===== src/rtl/regfile_pkg.sv =====
// Shared register-file constants, writeback requester indices and arbiter state type.
package regfile_pkg;

    localparam int unsigned REG_AW = 5;
    localparam int unsigned REG_DW = 32;
    localparam logic [REG_AW-1:0] REG_ZERO = 5'd0;

    localparam int unsigned WB_ALU = 0;
    localparam int unsigned WB_MEM = 1;
    localparam int unsigned WB_DBG = 2;

    typedef enum logic [0:0] {
        WB_IDLE,
        WB_COMMIT
    } wb_state_e;

    // Index width for an n-way selector; never zero so a 1-requester build still elaborates.
    function automatic int unsigned ptr_width(input int unsigned n);
        return (n > 1) ? $clog2(n) : 1;
    endfunction

endpackage


===== src/rtl/regfile_wb_arbiter_if.sv =====
// Writeback requester bundle plus the register-file write port driven by the arbiter.
interface regfile_wb_arbiter_if
    import regfile_pkg::*;
#(
    parameter int unsigned NREQ = 3,
    parameter int unsigned AW   = REG_AW,
    parameter int unsigned DW   = REG_DW,
    parameter int unsigned CW   = 16
) ();

    logic [NREQ-1:0]    req;
    logic [NREQ*AW-1:0] req_addr;
    logic [NREQ*DW-1:0] req_data;
    logic [NREQ-1:0]    gnt;
    logic               rf_we;
    logic [AW-1:0]      rf_waddr;
    logic [DW-1:0]      rf_wdata;
    logic [2**AW-1:0]   pending_mask;
    logic               x0_drop;
    logic [CW-1:0]      wr_count;

    // Requester side
    modport master (
        output req, req_addr, req_data,
        input  gnt, rf_we, rf_waddr, rf_wdata, pending_mask, x0_drop, wr_count
    );

    // Arbiter side
    modport slave (
        input  req, req_addr, req_data,
        output gnt, rf_we, rf_waddr, rf_wdata, pending_mask, x0_drop, wr_count
    );

endinterface


===== src/rtl/rr_pick.sv =====
// Combinational round-robin selector: first asserted request after ptr_i, wrapping modulo NREQ.
module rr_pick
    import regfile_pkg::*;
#(
    parameter int unsigned NREQ = 3,
    parameter int unsigned PW   = ptr_width(NREQ)
) (
    input  logic [NREQ-1:0] req_i,
    input  logic [PW-1:0]   ptr_i,
    output logic [NREQ-1:0] winner_o,
    output logic            valid_o
);

    logic [PW-1:0] idx;

    always_comb begin
        winner_o = '0;
        valid_o  = 1'b0;
        idx      = '0;
        for (int unsigned k = 1; k <= NREQ; k++) begin
            idx = PW'((32'(ptr_i) + k) % NREQ);
            if (!valid_o && req_i[idx]) begin
                winner_o[idx] = 1'b1;
                valid_o       = 1'b1;
            end
        end
    end

endmodule


===== src/rtl/regfile_wb_arbiter.sv =====
// Round-robin arbiter sharing the register file's single write port among writeback sources.
module regfile_wb_arbiter
    import regfile_pkg::*;
#(
    parameter int unsigned NREQ = 3,
    parameter int unsigned AW   = REG_AW,
    parameter int unsigned DW   = REG_DW,
    parameter int unsigned CW   = 16
) (
    input logic              clk,
    input logic              rst,
    regfile_wb_arbiter_if.slave bus
);

    localparam int unsigned PW = ptr_width(NREQ);

    wb_state_e        state_q, state_d;
    logic [NREQ-1:0]  gnt_q, gnt_d;
    logic [PW-1:0]    rr_ptr_q, rr_ptr_d;
    logic             rf_we_q, rf_we_d;
    logic [AW-1:0]    rf_waddr_q, rf_waddr_d;
    logic [DW-1:0]    rf_wdata_q, rf_wdata_d;
    logic             x0_drop_q, x0_drop_d;
    logic [CW-1:0]    wr_count_q, wr_count_d;

    logic [NREQ-1:0]  winner;
    logic             valid;
    logic [PW-1:0]    win_idx;
    logic [AW-1:0]    win_addr;
    logic [DW-1:0]    win_data;
    logic [2**AW-1:0] pending_mask;

    rr_pick #(
        .NREQ (NREQ),
        .PW   (PW)
    ) u_rr_pick (
        .req_i    (bus.req),
        .ptr_i    (rr_ptr_q),
        .winner_o (winner),
        .valid_o  (valid)
    );

    always_comb begin
        win_idx  = '0;
        win_addr = '0;
        win_data = '0;
        for (int unsigned i = 0; i < NREQ; i++) begin
            if (winner[i]) begin
                win_idx  = PW'(i);
                win_addr = bus.req_addr[i*AW +: AW];
                win_data = bus.req_data[i*DW +: DW];
            end
        end
    end

    // A granted request keeps its bit until the requester drops req.
    always_comb begin
        pending_mask = '0;
        for (int unsigned i = 0; i < NREQ; i++) begin
            if (bus.req[i]) begin
                pending_mask[bus.req_addr[i*AW +: AW]] = 1'b1;
            end
        end
    end

    always_ff @(posedge clk or posedge rst) begin
        if (rst) begin
            state_q    <= WB_IDLE;
            gnt_q      <= '0;
            rr_ptr_q   <= PW'(NREQ - 1);
            rf_we_q    <= 1'b0;
            rf_waddr_q <= '0;
            rf_wdata_q <= '0;
            x0_drop_q  <= 1'b0;
            wr_count_q <= '0;
        end else begin
            state_q    <= state_d;
            gnt_q      <= gnt_d;
            rr_ptr_q   <= rr_ptr_d;
            rf_we_q    <= rf_we_d;
            rf_waddr_q <= rf_waddr_d;
            rf_wdata_q <= rf_wdata_d;
            x0_drop_q  <= x0_drop_d;
            wr_count_q <= wr_count_d;
        end
    end

    always_comb begin
        state_d = state_q;
        case (state_q)
            WB_IDLE:   if (valid) state_d = WB_COMMIT;
            WB_COMMIT: state_d = WB_IDLE;
            default:   state_d = WB_IDLE;
        endcase
    end

    // Pulses last exactly the COMMIT cycle; address/data stay put for the file's falling edge.
    always_comb begin
        gnt_d      = '0;
        rf_we_d    = 1'b0;
        x0_drop_d  = 1'b0;
        rr_ptr_d   = rr_ptr_q;
        rf_waddr_d = rf_waddr_q;
        rf_wdata_d = rf_wdata_q;
        wr_count_d = wr_count_q;
        if (state_q == WB_IDLE && valid) begin
            gnt_d      = winner;
            rr_ptr_d   = win_idx;
            rf_waddr_d = win_addr;
            rf_wdata_d = win_data;
            if (win_addr != AW'(REG_ZERO)) begin
                rf_we_d    = 1'b1;
                wr_count_d = wr_count_q + CW'(1);
            end else begin
                x0_drop_d  = 1'b1;
            end
        end
    end

    assign bus.gnt          = gnt_q;
    assign bus.rf_we        = rf_we_q;
    assign bus.rf_waddr     = rf_waddr_q;
    assign bus.rf_wdata     = rf_wdata_q;
    assign bus.x0_drop      = x0_drop_q;
    assign bus.wr_count     = wr_count_q;
    assign bus.pending_mask = pending_mask;

endmodule


===== src/flat_wrapper.sv =====
// flat-port wrapper written by rule: the top's interface ports become plain ports
module regfile_wb_arbiter_flat import regfile_pkg::*;
#(
    parameter int unsigned NREQ = 3,
    parameter int unsigned AW   = REG_AW,
    parameter int unsigned DW   = REG_DW,
    parameter int unsigned CW   = 16
)
  (clk, rst, bus_req, bus_req_addr, bus_req_data, bus_gnt, bus_rf_we, bus_rf_waddr, bus_rf_wdata, bus_pending_mask, bus_x0_drop, bus_wr_count);
  regfile_wb_arbiter_if #(.NREQ(NREQ), .AW(AW), .DW(DW), .CW(CW)) bus_i ();
  input logic clk;
  input logic rst;
  input wire logic [$bits(bus_i.req)-1:0] bus_req;
  input wire logic [$bits(bus_i.req_addr)-1:0] bus_req_addr;
  input wire logic [$bits(bus_i.req_data)-1:0] bus_req_data;
  output wire logic [$bits(bus_i.gnt)-1:0] bus_gnt;
  output wire logic [$bits(bus_i.rf_we)-1:0] bus_rf_we;
  output wire logic [$bits(bus_i.rf_waddr)-1:0] bus_rf_waddr;
  output wire logic [$bits(bus_i.rf_wdata)-1:0] bus_rf_wdata;
  output wire logic [$bits(bus_i.pending_mask)-1:0] bus_pending_mask;
  output wire logic [$bits(bus_i.x0_drop)-1:0] bus_x0_drop;
  output wire logic [$bits(bus_i.wr_count)-1:0] bus_wr_count;
  assign bus_i.req = bus_req;
  assign bus_i.req_addr = bus_req_addr;
  assign bus_i.req_data = bus_req_data;
  assign bus_gnt = bus_i.gnt;
  assign bus_rf_we = bus_i.rf_we;
  assign bus_rf_waddr = bus_i.rf_waddr;
  assign bus_rf_wdata = bus_i.rf_wdata;
  assign bus_pending_mask = bus_i.pending_mask;
  assign bus_x0_drop = bus_i.x0_drop;
  assign bus_wr_count = bus_i.wr_count;
  regfile_wb_arbiter #(.NREQ(NREQ), .AW(AW), .DW(DW), .CW(CW)) u_core (.clk(clk), .rst(rst), .bus(bus_i));
endmodule

===== config.mk =====
export PLATFORM = sky130hd
export DESIGN_NAME = regfile_wb_arbiter_flat
export DESIGN_NICKNAME = d
export VERILOG_FILES = /design/src/rtl/regfile_pkg.sv /design/src/rtl/regfile_wb_arbiter_if.sv /design/src/rtl/rr_pick.sv /design/src/rtl/regfile_wb_arbiter.sv /design/src/flat_wrapper.sv
export SDC_FILE = /design/constraint.sdc
export NUM_CORES = 1
export LEC_CHECK = 0
export CAP_MARGIN = 0
export CORE_MARGIN = 4
export CORE_UTILIZATION = 42
export CTS_CLUSTER_DIAMETER = 100
export DETAILED_ROUTE_END_ITERATION = 6
export GPL_TIMING_DRIVEN = 0
export MAX_ROUTING_LAYER = met4
export PLACE_DENSITY = 0.83
export SLEW_MARGIN = 20
export SYNTH_ARGS = -nofsm -noshare
export SYNTH_HDL_FRONTEND = slang
export SYNTH_SLANG_ARGS = --single-unit

===== constraint.sdc =====
create_clock -name clk -period 4.33 [get_ports clk]
set_input_delay 0.866 -clock clk [delete_from_list [all_inputs] [get_ports clk]]
set_output_delay 0.866 -clock clk [all_outputs]
set_load 0.05 [all_outputs]

Word-level counts from Yosys, hierarchy flattened:

Cells that the tools add are included.

* word-level logic and storage cells: 87
* register bits after elaboration: 61
* output and inout bits: 90

* $add $sub $neg: 4
* divide/modulo/power cells: 3
* bitwise operators: 5
* $lt $le $gt $ge: 12
* mux-type cells: 42
* reduce and logical (&&, ||, !) cells: 13

Operator list (count)
* 32-bit two-way mux: 6
* 32-bit by 2-bit modulo with 32-bit output, second input constant: 3
* 32-bit OR: 2
* 5-bit by 6-bit < comparator with 1-bit output, second input constant: 3
* 1-bit two-way mux: 18
* 16-bit by 1-bit adder with 16-bit output, second input constant: 1
* 1-bit demux with 5-bit select: 3
* 5-bit by 1-bit >= comparator with 1-bit output, second input constant: 3
* 5-bit two-way mux: 3
* 3-bit two-way mux: 4
* 1-bit logical AND: 9
* 2-bit by 3-bit < comparator with 1-bit output, second input constant: 3
* 2-bit by 2-bit adder with 3-bit output, second input constant: 2
* 1-bit binary-select mux with 2-bit select: 3
* 1-bit demux with 2-bit select: 3
* 2-bit by 1-bit >= comparator with 1-bit output, second input constant: 3
* 3-bit OR: 2
* 5-bit nonzero test: 1
* 2-bit by 1-bit adder with 3-bit output, second input constant: 1
* 1-bit logical NOT: 2
* 2-bit two-way mux: 1
* 1-bit one-hot mux with 2 select lines: 1
* 2-bit AND reduction: 1
* 1-bit inverter: 1

Longest topological paths before layout:

Gate-level depths: netlist of run 1.

* word-level depth: 17
* depth in mapped cells: 14
* mapped depth without buffers: 10

By module:

From an unflattened synthesis of run 1, not the netlist that was laid out.

* cells, all modules: 528
* area, all modules: 4136.5 sq um

Modules (own cells, without submodules)
* regfile_wb_arbiter: sequential area each 1527.7 sq um, area an instance 3868.7 sq um, times used 1, cells each 489
* rr_pick: sequential area each 0.0 sq um, area an instance 267.8 sq um, times used 1, cells each 39

Worst setup path after synthesis of run 1:

OpenSTA, ideal clock, no wires.

* path kind: input-to-reg
* from: input bus_req[0]
* to: register u_core.wr_count_q[1], in the netlist u_core.bus.wr_count[1]
* stages on the path: 11
* data arrival time: 2.964 ns
* setup time: 0.128 ns
* setup slack: 1.239 ns
* data required time: 4.202 ns
* cell sequence: buf_2 -> mux2i_1 -> o221ai_1 -> or2_1 -> buf_2 -> buf_6 -> nand4_1 -> a2bb2oi_2 -> o41ai_4 -> buf_6 -> mux2_1

* cells in the longest elaborated chain, start to end: 14

Ends and longest elaborated chain
* start: declaration: RTL line flat_wrapper.sv:13 `input wire logic [$bits(bus_i.req)-1:0] bus_req;`
* 1-bit binary-select mux with 2-bit select: RTL line rr_pick.sv:22 `if (!valid_o && req_i[idx]) begin`
* 1-bit two-way mux (implied by the code): RTL line rr_pick.sv:22
* 1-bit two-way mux: RTL line rr_pick.sv:22
* 1-bit logical NOT: RTL line rr_pick.sv:22
* 1-bit logical AND: RTL line rr_pick.sv:22
* 1-bit two-way mux: RTL line rr_pick.sv:22
* 1-bit logical NOT: RTL line rr_pick.sv:22
* 1-bit logical AND: RTL line rr_pick.sv:22
* 3-bit two-way mux: RTL line rr_pick.sv:22
* 5-bit two-way mux (3 in series): RTL line regfile_wb_arbiter.sv:48 `if (winner[i]) begin`
* 5-bit nonzero test: RTL line regfile_wb_arbiter.sv:111 `if (win_addr != AW'(REG_ZERO)) begin`
* 2-bit AND reduction (no source line) (*)
* end signal: assignment: RTL line regfile_wb_arbiter.sv:84 `wr_count_q <= wr_count_d;`
* end: declaration: RTL line regfile_wb_arbiter.sv:24 `logic [CW-1:0] wr_count_q, wr_count_d;`

Mark *: on every way between the ends. The rest lies on a longest branch, timed or not. The select of a mux whose other input is x is not followed.
A chain may end at the register's enable or synchronous reset.

Worst setup path after layout of run 1:

* from: input bus_req_addr[11]
* to: output bus_pending_mask[26]

* cells in the longest elaborated chain, start to end: 6

Ends and longest elaborated chain
* start: declaration: RTL line flat_wrapper.sv:14 `input wire logic [$bits(bus_i.req_addr)-1:0] bus_req_addr;`
* 5-bit by 6-bit < comparator with 1-bit output (implied by the code) / 5-bit by 1-bit >= comparator with 1-bit output (equally long branches): RTL line regfile_wb_arbiter.sv:61 `pending_mask[bus.req_addr[i*AW +: AW]] = 1'b1;`
* 1-bit logical AND (implied by the code): RTL line regfile_wb_arbiter.sv:61
* 1-bit two-way mux (implied by the code): RTL line regfile_wb_arbiter.sv:61
* 1-bit demux with 5-bit select (*)
* 32-bit OR (no source line) (*)
* 32-bit two-way mux (*): RTL line regfile_wb_arbiter.sv:60 `if (bus.req[i]) begin`
* end: declaration: RTL line flat_wrapper.sv:20 `output wire logic [$bits(bus_i.pending_mask)-1:0] bus_pending_mask;`

Mark *: on every way between the ends. The rest lies on a longest branch, timed or not.

==> run summary, run 1 <==
Post-synthesis mux area share = 0.974%
Gate power share = 70.3%
Via count = 5161
Mapped Area = 4240 µm²
Post-Synth Simple-Gate Area = 27.3%
DRT antenna net count = 0
Outcome = finished clean
DRT Wirelength = 17.5 mm
Compound-Gate Fraction of Synth Area = 25.0%
Post-synth net total = 661
Clock tree buffer depth = 2
Pre-antenna DRT Iters = 6
Cells after Synth = 540
Cell type with the largest total area after synthesis = dfrtp_1
Core Area = 9820 µm²
Width of the die = 108 µm
Initial core utilization = 43.2%
Syn avg cell area = 7.85 µm²
Pwr/cell area = 745 nW/µm²
Top cells by area, synth = dfrtp_1, nand2_1, a22oi_1, a31oi_1, or3_1
DP Area = 6420 µm²
Internal power = 2.23 mW
Iteration-0 DRC Markers = 391
Total number of yosys warnings = 0
Synth top area share = 35.4%
Die area = 11800 µm²
CTS tree = yes
H-tree Lvls = 3
Worst stage delay on the critical path = 0.80 ns
Dpl cells = 871
Sink Count = 61
N_diodes = 0
Adder and majority gate portion of the synthesized area = 1.48%
Worst skew pair latency = 0.35 ns
Cts bufs inserted = 9
Reg-to-Reg Start = u_core.rr_ptr_q[1]$_DFFE_PP1P_
Psw = 2.72 mW
HP Class = reg2reg
Cell area after layout = 6640 µm²
CP top delay family = buffers and inverters
Clock share of power = 9.3%
Max-cap check violation count = 0
Setup violators final = 0
CP Data Arrival Time = 3.30 ns
FILL cells = 833
Most common cell in the netlist = nand2_1
Clock Tree Root = clkbuf_8
WL/cell = 19.7 µm
Remaining Overflow, GRT = 0
Yosys reg bits = 61
Max Clock Freq = 240 MHz
Total track usage = 30.0%
Row count = 36
Hold Violations, Final = 0
Num ports = 206
Part of the power in registers = 20.4%
CP Max Fanout = 8
Switching Fraction = 55.0%
Crit. End Element = output port
Synth Area in XOR/XNOR = 3.10%
First-pass GRT wire length = 26.6 mm
Max rail drop VDD = 613 µV
Die Y-Extent = 108 µm
Worst min-delay path startpoint = u_core.bus.wr_count[15]$_DFFE_PP0P_
Synthesis-to-finish area growth = 56.5%
Post-synth EDFFs = 0
Worst Path Required = 3.46 ns
Period minus WS final = 4.17 ns
IO Port Bufs = 197
Static leakage = 2.75 nW
Register area share after synthesis = 36.0%
Synth cell count leaders = nand2_1, dfrtp_1, clkbuf_1, o21ai_0
Buf/Inv on CP = 2
Largest family of logic cells by synthesized area = simple AND/OR/NAND/NOR gates
Unrepaired setup endpoints after global routing = no
Asr flop ratio synth = 100%
Slowest library cell on the worst path = clkdlybuf4s50_1
CP Cell Sequence = clkdlybuf4s50_1 -> nand2_1 -> nor2_1 -> a22oi_1 -> nand2_1 -> clkdlybuf4s50_1
Slew HR = 43.3%
Final Skew = 0.00775 ns
RePlAce Congestion = 0.954
CP Launch Type = input port
DR DRC count = 0
Final core utilization = 67.6%
Post-layout nets = 870
Fin crit share = 96.2%
Final cell count without fillers = 887
Reg clk slew, reported paths = 0.07 ns
# Post-CTS Setup Buffers = 0
Pins over their slew limit = 0
Vias per cell = 5.82
Setup CP Type = in2out
Count of cell types in the netlist = 54
Initial antenna violation count = 0
Vias in the first global route = 5191
Worst Tran Pin Value = 0.847 ns
DP HPWL = 13.1 mm
Share of post-route cells with drive strength above 1 = 5.44%
Ys flop type = dfrtp_1
CP startpoint = bus_req_addr[11]
Largest net degree at the start of global routing = 58
cell usage in the layout (no fill, tap or decap), types with 4 or more instances in the layout:
cell / count
a21o_1: 5
or3_1: 32
nand3_1: 10
a31oi_1: 33
nand4_1: 5
nor3b_1: 7
and3b_1: 4
nand2_1: 115
nor4_1: 6
a22oi_1: 30
nor3_1: 9
buf_6: 4
buf_2: 5
nor2_1: 15
clkbuf_8: 11
and3_1: 13
dfrtp_1: 60
clkdlybuf4s50_1: 197
ha_1: 5
a21oi_1: 33
inv_1: 13
o21ai_0: 35
clkbuf_1: 36
xor2_1: 12
flip-flops by register name (all words and copies together), names as in the netlist:
name                 count
u_core.state_q           1
u_core.bus.wr_count     16
u_core.bus.gnt           3
u_core.bus.rf_waddr      5
u_core.rr_ptr_q          2
u_core.bus.x0_drop       1
u_core.bus.rf_wdata     32
u_core.bus.rf_we         1
cells by family (layout without fill, tap and decap cells):
kind of cell	Yosys count	in the layout
AOI/OAI and AO/OA	160	160
xor gates and xnor gates	15	15
adders and majority gates	5	5
buffers and inverters	59	273
DFF	61	61
muxes	4	4
and+or+nand+nor	236	236
metrics by stage:
step	setup TNS, ns	hold slack (ns)	power, mW	setup WS, ns
global route	0	0.498	5.22	0.0840
floorplan	0	0.512	3.29	1.24
global placement	-3.33	0.461	4.36	-0.328
CTS	0	0.477	4.91	0.0620
finish	0	0.475	4.95	0.162
detailed placement	-2.40	0.460	4.43	-0.289
timing repair:
| item | in CTS | in global routing |
|---|---|---|
| hold buffers | 0 | 0 |
| endpoints found under the setup margin | 16 | 6 |
| hold endpoints to repair | 0 | 0 |
| resized for setup | 3 | 4 |
layout make-up:
cell class | count | area [µm²] | area share (%)
multi-input cells | 420 | 2500 | 37.7
repair buffers | 198 | 2000 | 30.1
flip-flops and latches | 61 | 1530 | 23.0
plain buffers | 45 | 205 | 3.09
well taps | 133 | 166 | 2.51
clock buffers | 12 | 155 | 2.34
inverters | 14 | 55.1 | 0.830
clock inverters | 4 | 22.5 | 0.339
power by group through the flow:
stage          clock network, mW  registers [mW]  logic, mW
2_1_floorplan                  0            1.78       1.51
6_report                   0.458            1.01       3.48
5_1_grt                    0.487            1.04       3.69
4_1_cts                    0.458            1.01       3.45
3_3_place_gp                   0            1.00       3.36
3_5_place_dp                   0            1.01       3.42
metal layers:
metal	share of wire, %	wire (µm)	vias up	track usage, %
met5	0	0	-	-
met4	3.2	559	0	12.8
met3	10	1820	45	8.60
met2	47	8280	298	47.1
met1	39	6790	2449	36.2
li1	-	-	2369	-
path summary, 6_finish.rpt:
kind / cells after the start / slack [ns] / endpoint
hold / removal: 1 / 0.48 / u_core.bus.wr_count[15]$_DFFE_PP0P_
setup / recovery: 6 / 0.16 / bus_pending_mask[26]
min in group asynchronous: 2 / 0.75 / u_core.bus.rf_wdata[7]$_DFFE_PP0P_
setup reg to reg: 12 / 0.78 / u_core.bus.wr_count[10]$_DFFE_PP0P_
hold reg to reg: 1 / 0.48 / u_core.bus.wr_count[15]$_DFFE_PP0P_
max in group asynchronous: 3 / 3.06 / u_core.rr_ptr_q[1]$_DFFE_PP1P_
No activity file was read; power rests on OpenSTA's default activity.
==> run 2: changes to the inputs <==
- HOLD_SLACK_MARGIN: not set -> 0.06
- SKIP_CTS_REPAIR_TIMING: not set -> 1
==> run 2 against run 1 <==
Sequential power barely moved. Critical path depth unchanged. Utilization stayed put. Combinational power about the same. Largest power group unchanged. Highest routed layer unchanged.
==> run summary, run 2 (same netlist as run 1, synthesis figures left out) <==
Outcome = finished clean
Slew HR = 43.2% (-0.12 points)
Fin crit share = 95.7% (-0.52 points)
Worst stage delay on the critical path = 0.80 ns (about the same)
Initial core utilization = 43.2% (unchanged)
Clock tree buffer depth = 2 (unchanged)
Die Y-Extent = 108 µm (unchanged)
Max-cap check violation count = 0 (unchanged)
Share of post-route cells with drive strength above 1 = 5.44% (unchanged)
Post-layout nets = 870 (unchanged)
Largest net degree at the start of global routing = 58 (unchanged)
R2R Setup Slk = 0.77 ns (about the same)
Max Clock Freq = 241 MHz (+0.54%)
Setup violators final = 0 (unchanged)
Commonest non-fill, non-tap cell in the layout = clkdlybuf4s50_1
CP Cell Sequence = clkdlybuf4s50_1 -> nand2_1 -> nor2_1 -> a22oi_1 -> nand2_1 -> clkdlybuf4s50_1
Reg clk slew, reported paths = 0.07 ns (about the same)
Clock share of power = 9.3% (about the same)
Vias per cell = 5.83 (+0.21%)
RePlAce Congestion = 0.954 (unchanged)
Setup CP Type = in2out
CP Max Fanout = 8 (unchanged)
Psw = 2.71 mW (-0.17%)
Buf/Inv on CP = 2 (unchanged)
Width of the die = 108 µm (unchanged)
Part of the power in registers = 20.4% (about the same)
Cell area after layout = 6640 µm² (unchanged)
Most frequent cells in the layout = clkdlybuf4s50_1, nand2_1, dfrtp_1
H-tree Lvls = 3 (unchanged)
Met2 usage = 47.1% (about the same)
Unrepaired setup endpoints after global routing = no
Pins over their slew limit = 0 (unchanged)
Remaining Overflow, GRT = 0 (unchanged)
CP Data Arrival Time = 3.28 ns (-0.02 ns)
Cell count of the worst hold path = 1 (unchanged)
DP HPWL = 13.1 mm (unchanged)
First-pass GRT wire length = 26.6 mm (about the same)
Sink Count = 61 (unchanged)
Period minus WS final = 4.15 ns (-0.0223 ns)
Slowest library cell on the worst path = clkdlybuf4s50_1
Final core utilization = 67.6% (unchanged)
Vias in the first global route = 5183 (-0.15%)
CP top delay family = buffers and inverters
Pwr/cell area = 745 nW/µm² (about the same)
Setup TNS Final = 0 ns (unchanged)
Dpl cells = 871 (unchanged)
Row count = 36 (unchanged)
DRT Wirelength = 17.4 mm (-0.22%)
WL/cell = 19.6 µm (-0.22%)
Clock Tree Root = clkbuf_8
CTS tree = yes
Core Area = 9820 µm² (unchanged)
Cts bufs inserted = 9 (unchanged)
Met1 Usage GRT = 36.5% (+0.34 points)
Via count = 5172 (+0.21%)
Gate power share = 70.3% (about the same)
DR DRC count = 0 (unchanged)
Max rail drop VDD = 610 µV (-0.36%)
Final cell count without fillers = 887 (unchanged)
Stages on worst setup path = 6 (unchanged)
R2r worst-path depth = 12 (unchanged)
Static leakage = 2.75 nW (unchanged)
Num ports = 206 (unchanged)
N_diodes = 0 (unchanged)
Final Skew = 0.00783 ns (+0.0000857 ns)
Synthesis-to-finish area growth = 56.5% (unchanged)
HP Class = reg2reg
Die area = 11800 µm² (unchanged)
Worst skew pair latency = 0.35 ns (about the same)
Crit. End Element = output port
Iteration-0 DRC Markers = 398 (+1.8%)
DRT antenna net count = 0 (unchanged)
Pre-antenna DRT Iters = 7 (+1)
DP Area = 6420 µm² (unchanged)
Number of flip-flops in the largest register = 32 (unchanged)
Hold Violations, Final = 0 (unchanged)
Worst Tran Pin Value = 0.849 ns (+0.00183 ns)
Worst Path Required = 3.46 ns (about the same)
Switching Fraction = 54.9% (about the same)
IO Port Bufs = 197 (unchanged)
Gr busiest metal = met2
Internal power = 2.23 mW (unchanged)
CP Launch Type = input port
Met3 usage = 8.30% (-0.30 points)
Total track usage = 30.1% (+0.039 points)
Initial antenna violation count = 0 (unchanged)
## run 2: cell counts in the layout (fill, tap and decap cells not counted)
Identical to the previous run, type by type.
## run 2: area by class of cell
cell class,instances,area (µm²)
Tap cell,133,166
Inverter,14,55.1
Fill cell,831,3180
Clock buffer,12,155
Clock inverter,4,22.5
Timing Repair Buffer,198,2000
Multi-Input combinational cell,420,2500
Sequential cell,61,1530
Buffer,45,205
## run 2: path summary, 6_finish.rpt
path,startpoint,end
min in group asynchronous,rst,u_core.bus.rf_wdata[7]$_DFFE_PP0P_
max,bus_req_addr[11],bus_pending_mask[26]
max reg2reg,u_core.rr_ptr_q[1]$_DFFE_PP1P_,u_core.bus.wr_count[10]$_DFFE_PP0P_
min,u_core.bus.wr_count[15]$_DFFE_PP0P_,u_core.bus.wr_count[15]$_DFFE_PP0P_
min reg2reg,u_core.bus.wr_count[15]$_DFFE_PP0P_,u_core.bus.wr_count[15]$_DFFE_PP0P_
max in group asynchronous,rst,u_core.rr_ptr_q[1]$_DFFE_PP1P_
## run 2: per-stage QoR
stage,setup WS [ns],total power [mW],hold slack [ns]
floorplan,1.24,3.29,0.512
global placement,-0.328,4.36,0.461
detailed placement,-0.289,4.43,0.460
CTS,-0.304,4.91,0.477
global route,0.0950,5.22,0.498
finish,0.185,4.94,0.475
## run 2: worst register-to-register path: stages (launching register included)
cell      delay, ns
dfstp_2        0.54
inv_1          0.07
ha_1           0.19
buf_6          0.14
mux2i_1        0.19
o221ai_1       0.23
nor2_1         0.71
o21ai_0        0.19
a31oi_1        0.38
o41ai_4        0.19
buf_6          0.19
nor4_2         0.30
xnor2_1        0.16
## run 2: routing by layer
metal	wire length, µm	up-vias
li1	-	2374
met1	6770	2438
met2	8290	314
met3	1810	46
met4	546	0
met5	0	-
## run 2: power groups by stage
stage                     logic, mW  clock network (mW)  registers (mW)
final                          3.47               0.458            1.01
after global routing           3.69               0.487            1.04
after CTS                      3.45               0.458            1.01
after detailed placement       3.42                   0            1.01
after global placement         3.36                   0            1.00
after floorplan                1.51                   0            1.78
==> run 3: changes to the inputs <==
- PLACE_DENSITY: 0.83 -> 0.85
==> run 3 against run 2 <==
The run now ends with DRC left. Worst hold slack worse by 0.0012 ns. Critical endpoint is now bus_pending_mask[9]. Global-route usage down 0.62 points. Die area unchanged. Utilization is 0.23 points higher. Sequential cell count stayed put.
==> run summary, run 3 (same netlist as run 1, synthesis figures left out) <==
Outcome = finished with violations
Failing checks = DRC
Most frequent cells in the layout = clkdlybuf4s50_1, nand2_1, dfrtp_1
Slew HR = 54.5% (+11 points)
Fin crit share = 97.4% (+1.6 points)
Final cell count without fillers = 887 (unchanged)
Synthesis-to-finish area growth = 57.1%
Worst Path Required = 3.46 ns (about the same)
Worst stage delay on the critical path = 0.80 ns (about the same)
Vias in the first global route = 5215 (+0.62%)
Num ports = 206 (unchanged)
Worst skew pair latency = 0.35 ns (about the same)
Most used cell, CP = clkdlybuf4s50_1
N_diodes = 0 (unchanged)
Initial antenna violation count = 0 (unchanged)
CP Launch Type = input port
Unrepaired setup endpoints after global routing = no
Die area = 11800 µm² (unchanged)
Width of the die = 108 µm (unchanged)
Die Y-Extent = 108 µm (unchanged)
Share of post-route cells with drive strength above 1 = 5.44% (unchanged)
Commonest non-fill, non-tap cell in the layout = clkdlybuf4s50_1
CP Data Arrival Time = 3.35 ns (+0.07 ns)
Iteration-0 DRC Markers = 466 (+17%)
Setup WS pre-CTS = -0.206 ns (+0.0833 ns)
Static leakage = 2.77 nW (+0.52%)
WL/cell = 19.1 µm (-2.8%)
Final setup margin = 0.114 ns (-0.0710 ns)
Pwr/cell area = 757 nW/µm² (+1.7%)
Remaining Overflow, GRT = 0 (unchanged)
Pins over their slew limit = 0 (unchanged)
Initial core utilization = 43.2% (unchanged)
DR DRC count = 19 (+19)
Setup violators final = 0 (unchanged)
Number of flip-flops in the largest register = 32 (unchanged)
First-pass GRT wire length = 26.3 mm (-0.99%)
DP HPWL = 12.7 mm (-3.2%)
H-tree Lvls = 3 (unchanged)
Slowest library cell on the worst path = clkdlybuf4s50_1
Core Area = 9820 µm² (unchanged)
Row count = 36 (unchanged)
DRT antenna net count = 0 (unchanged)
CTS tree = yes
Cts bufs inserted = 9 (unchanged)
Total Power = 5.04 mW (+2.1%)
Vias per cell = 5.91 (+1.4%)
Final Skew = 0.00914 ns (+0.00130 ns)
Buf/Inv on CP = 3 (+1)
Largest net degree at the start of global routing = 58 (unchanged)
Setup TNS Final = 0 ns (unchanged)
Pre-antenna DRT Iters = 7 (unchanged)
Worst Tran Pin Value = 0.679 ns (-0.170 ns)
Dpl cells = 871 (unchanged)
Sink Count = 61 (unchanged)
Total track usage = 29.4% (-0.62 points)
CP Cell Sequence = clkdlybuf4s50_1 -> inv_1 -> nor3_2 -> a22oi_1 -> nand2_1 -> clkdlybuf4s50_1
IO Port Bufs = 197 (unchanged)
Period minus WS final = 4.22 ns (+0.0710 ns)
HP Class = reg2reg
Max rail drop VDD = 464 µV (-24%)
Hold Violations, Final = 0 (unchanged)
Max-cap check violation count = 0 (unchanged)
Reg clk slew, reported paths = 0.06 ns (about the same)
Setup CP Type = in2out
DRT Wirelength = 16.9 mm (-2.8%)
Crit. End Element = output port
Fin Hold WS = 0.474 ns (-0.00117 ns)
Clock Tree Root = clkbuf_8
Clock tree buffer depth = 2 (unchanged)
Post-layout nets = 870 (unchanged)
Via count = 5244 (+1.4%)
Max Clock Freq = 237 MHz (-1.7%)
RePlAce Congestion = 1.01 (+5.6%)
CP top delay family = buffers and inverters
CP Max Fanout = 8 (unchanged)
-- run 3: cell types whose count changed in the layout (fill, tap and decap cells not counted) --
cell,change
bufinv_16,+2
nor3b_4,-1
nor3_2,+3
clkinv_2,-1
nor3_4,-3
clkinvlp_4,-1
nor3b_2,+1
-- run 3: power by group --
part / total (mW) / switching (mW) / internal (mW)
Sequential: 1.01 / 0.169 / 0.842
Clock: 0.587 / 0.233 / 0.354
Combinational: 3.44 / 2.30 / 1.15
Total: 5.04 / 2.70 / 2.35
-- run 3: metrics by stage --
stage / instance area (µm²) / utilization, %
4_1_cts: 6630 / 67.5
6_report: 6660 / 67.8
3_5_place_dp: 6410 / 65.3
3_3_place_gp: 6380 / 64.9
2_1_floorplan: 4240 / -
5_1_grt: 6660 / 67.8
-- run 3: area by class of cell --
cell class | instances | area, µm²
Sequential cell | 61 | 1530
Inverter | 14 | 55.1
Tap cell | 133 | 166
Clock buffer | 12 | 155
Clock inverter | 4 | 70.1
Timing Repair Buffer | 198 | 2000
Fill cell | 809 | 3160
Buffer | 45 | 205
Multi-Input combinational cell | 420 | 2480
-- run 3: per-layer routing --
layer | share of wire [%] | up-vias | wire [µm] | global-route usage [%]
li1 | - | 2358 | - | -
met1 | 37 | 2484 | 6310 | 34.8
met2 | 49 | 351 | 8220 | 48.0
met3 | 11 | 51 | 1800 | 7.88
met4 | 3.5 | 0 | 592 | 11.3
met5 | 0 | - | 0 | -
-- run 3: path summary, 6_finish.rpt --
| path | start | endpoint | slack, ns | depth (start not counted) |
|---|---|---|---|---|
| setup / recovery | bus_req[1] | bus_pending_mask[9] | 0.11 | 6 |
| hold reg to reg | u_core.bus.wr_count[15]$_DFFE_PP0P_ | u_core.bus.wr_count[15]$_DFFE_PP0P_ | 0.47 | 1 |
| hold / removal | u_core.bus.wr_count[15]$_DFFE_PP0P_ | u_core.bus.wr_count[15]$_DFFE_PP0P_ | 0.47 | 1 |
| min in group asynchronous | rst | u_core.bus.rf_wdata[12]$_DFFE_PP0P_ | 0.75 | 2 |
| max in group asynchronous | rst | u_core.rr_ptr_q[1]$_DFFE_PP1P_ | 3.07 | 3 |
| setup reg to reg | u_core.rr_ptr_q[1]$_DFFE_PP1P_ | u_core.bus.wr_count[1]$_DFFE_PP0P_ | 0.94 | 12 |
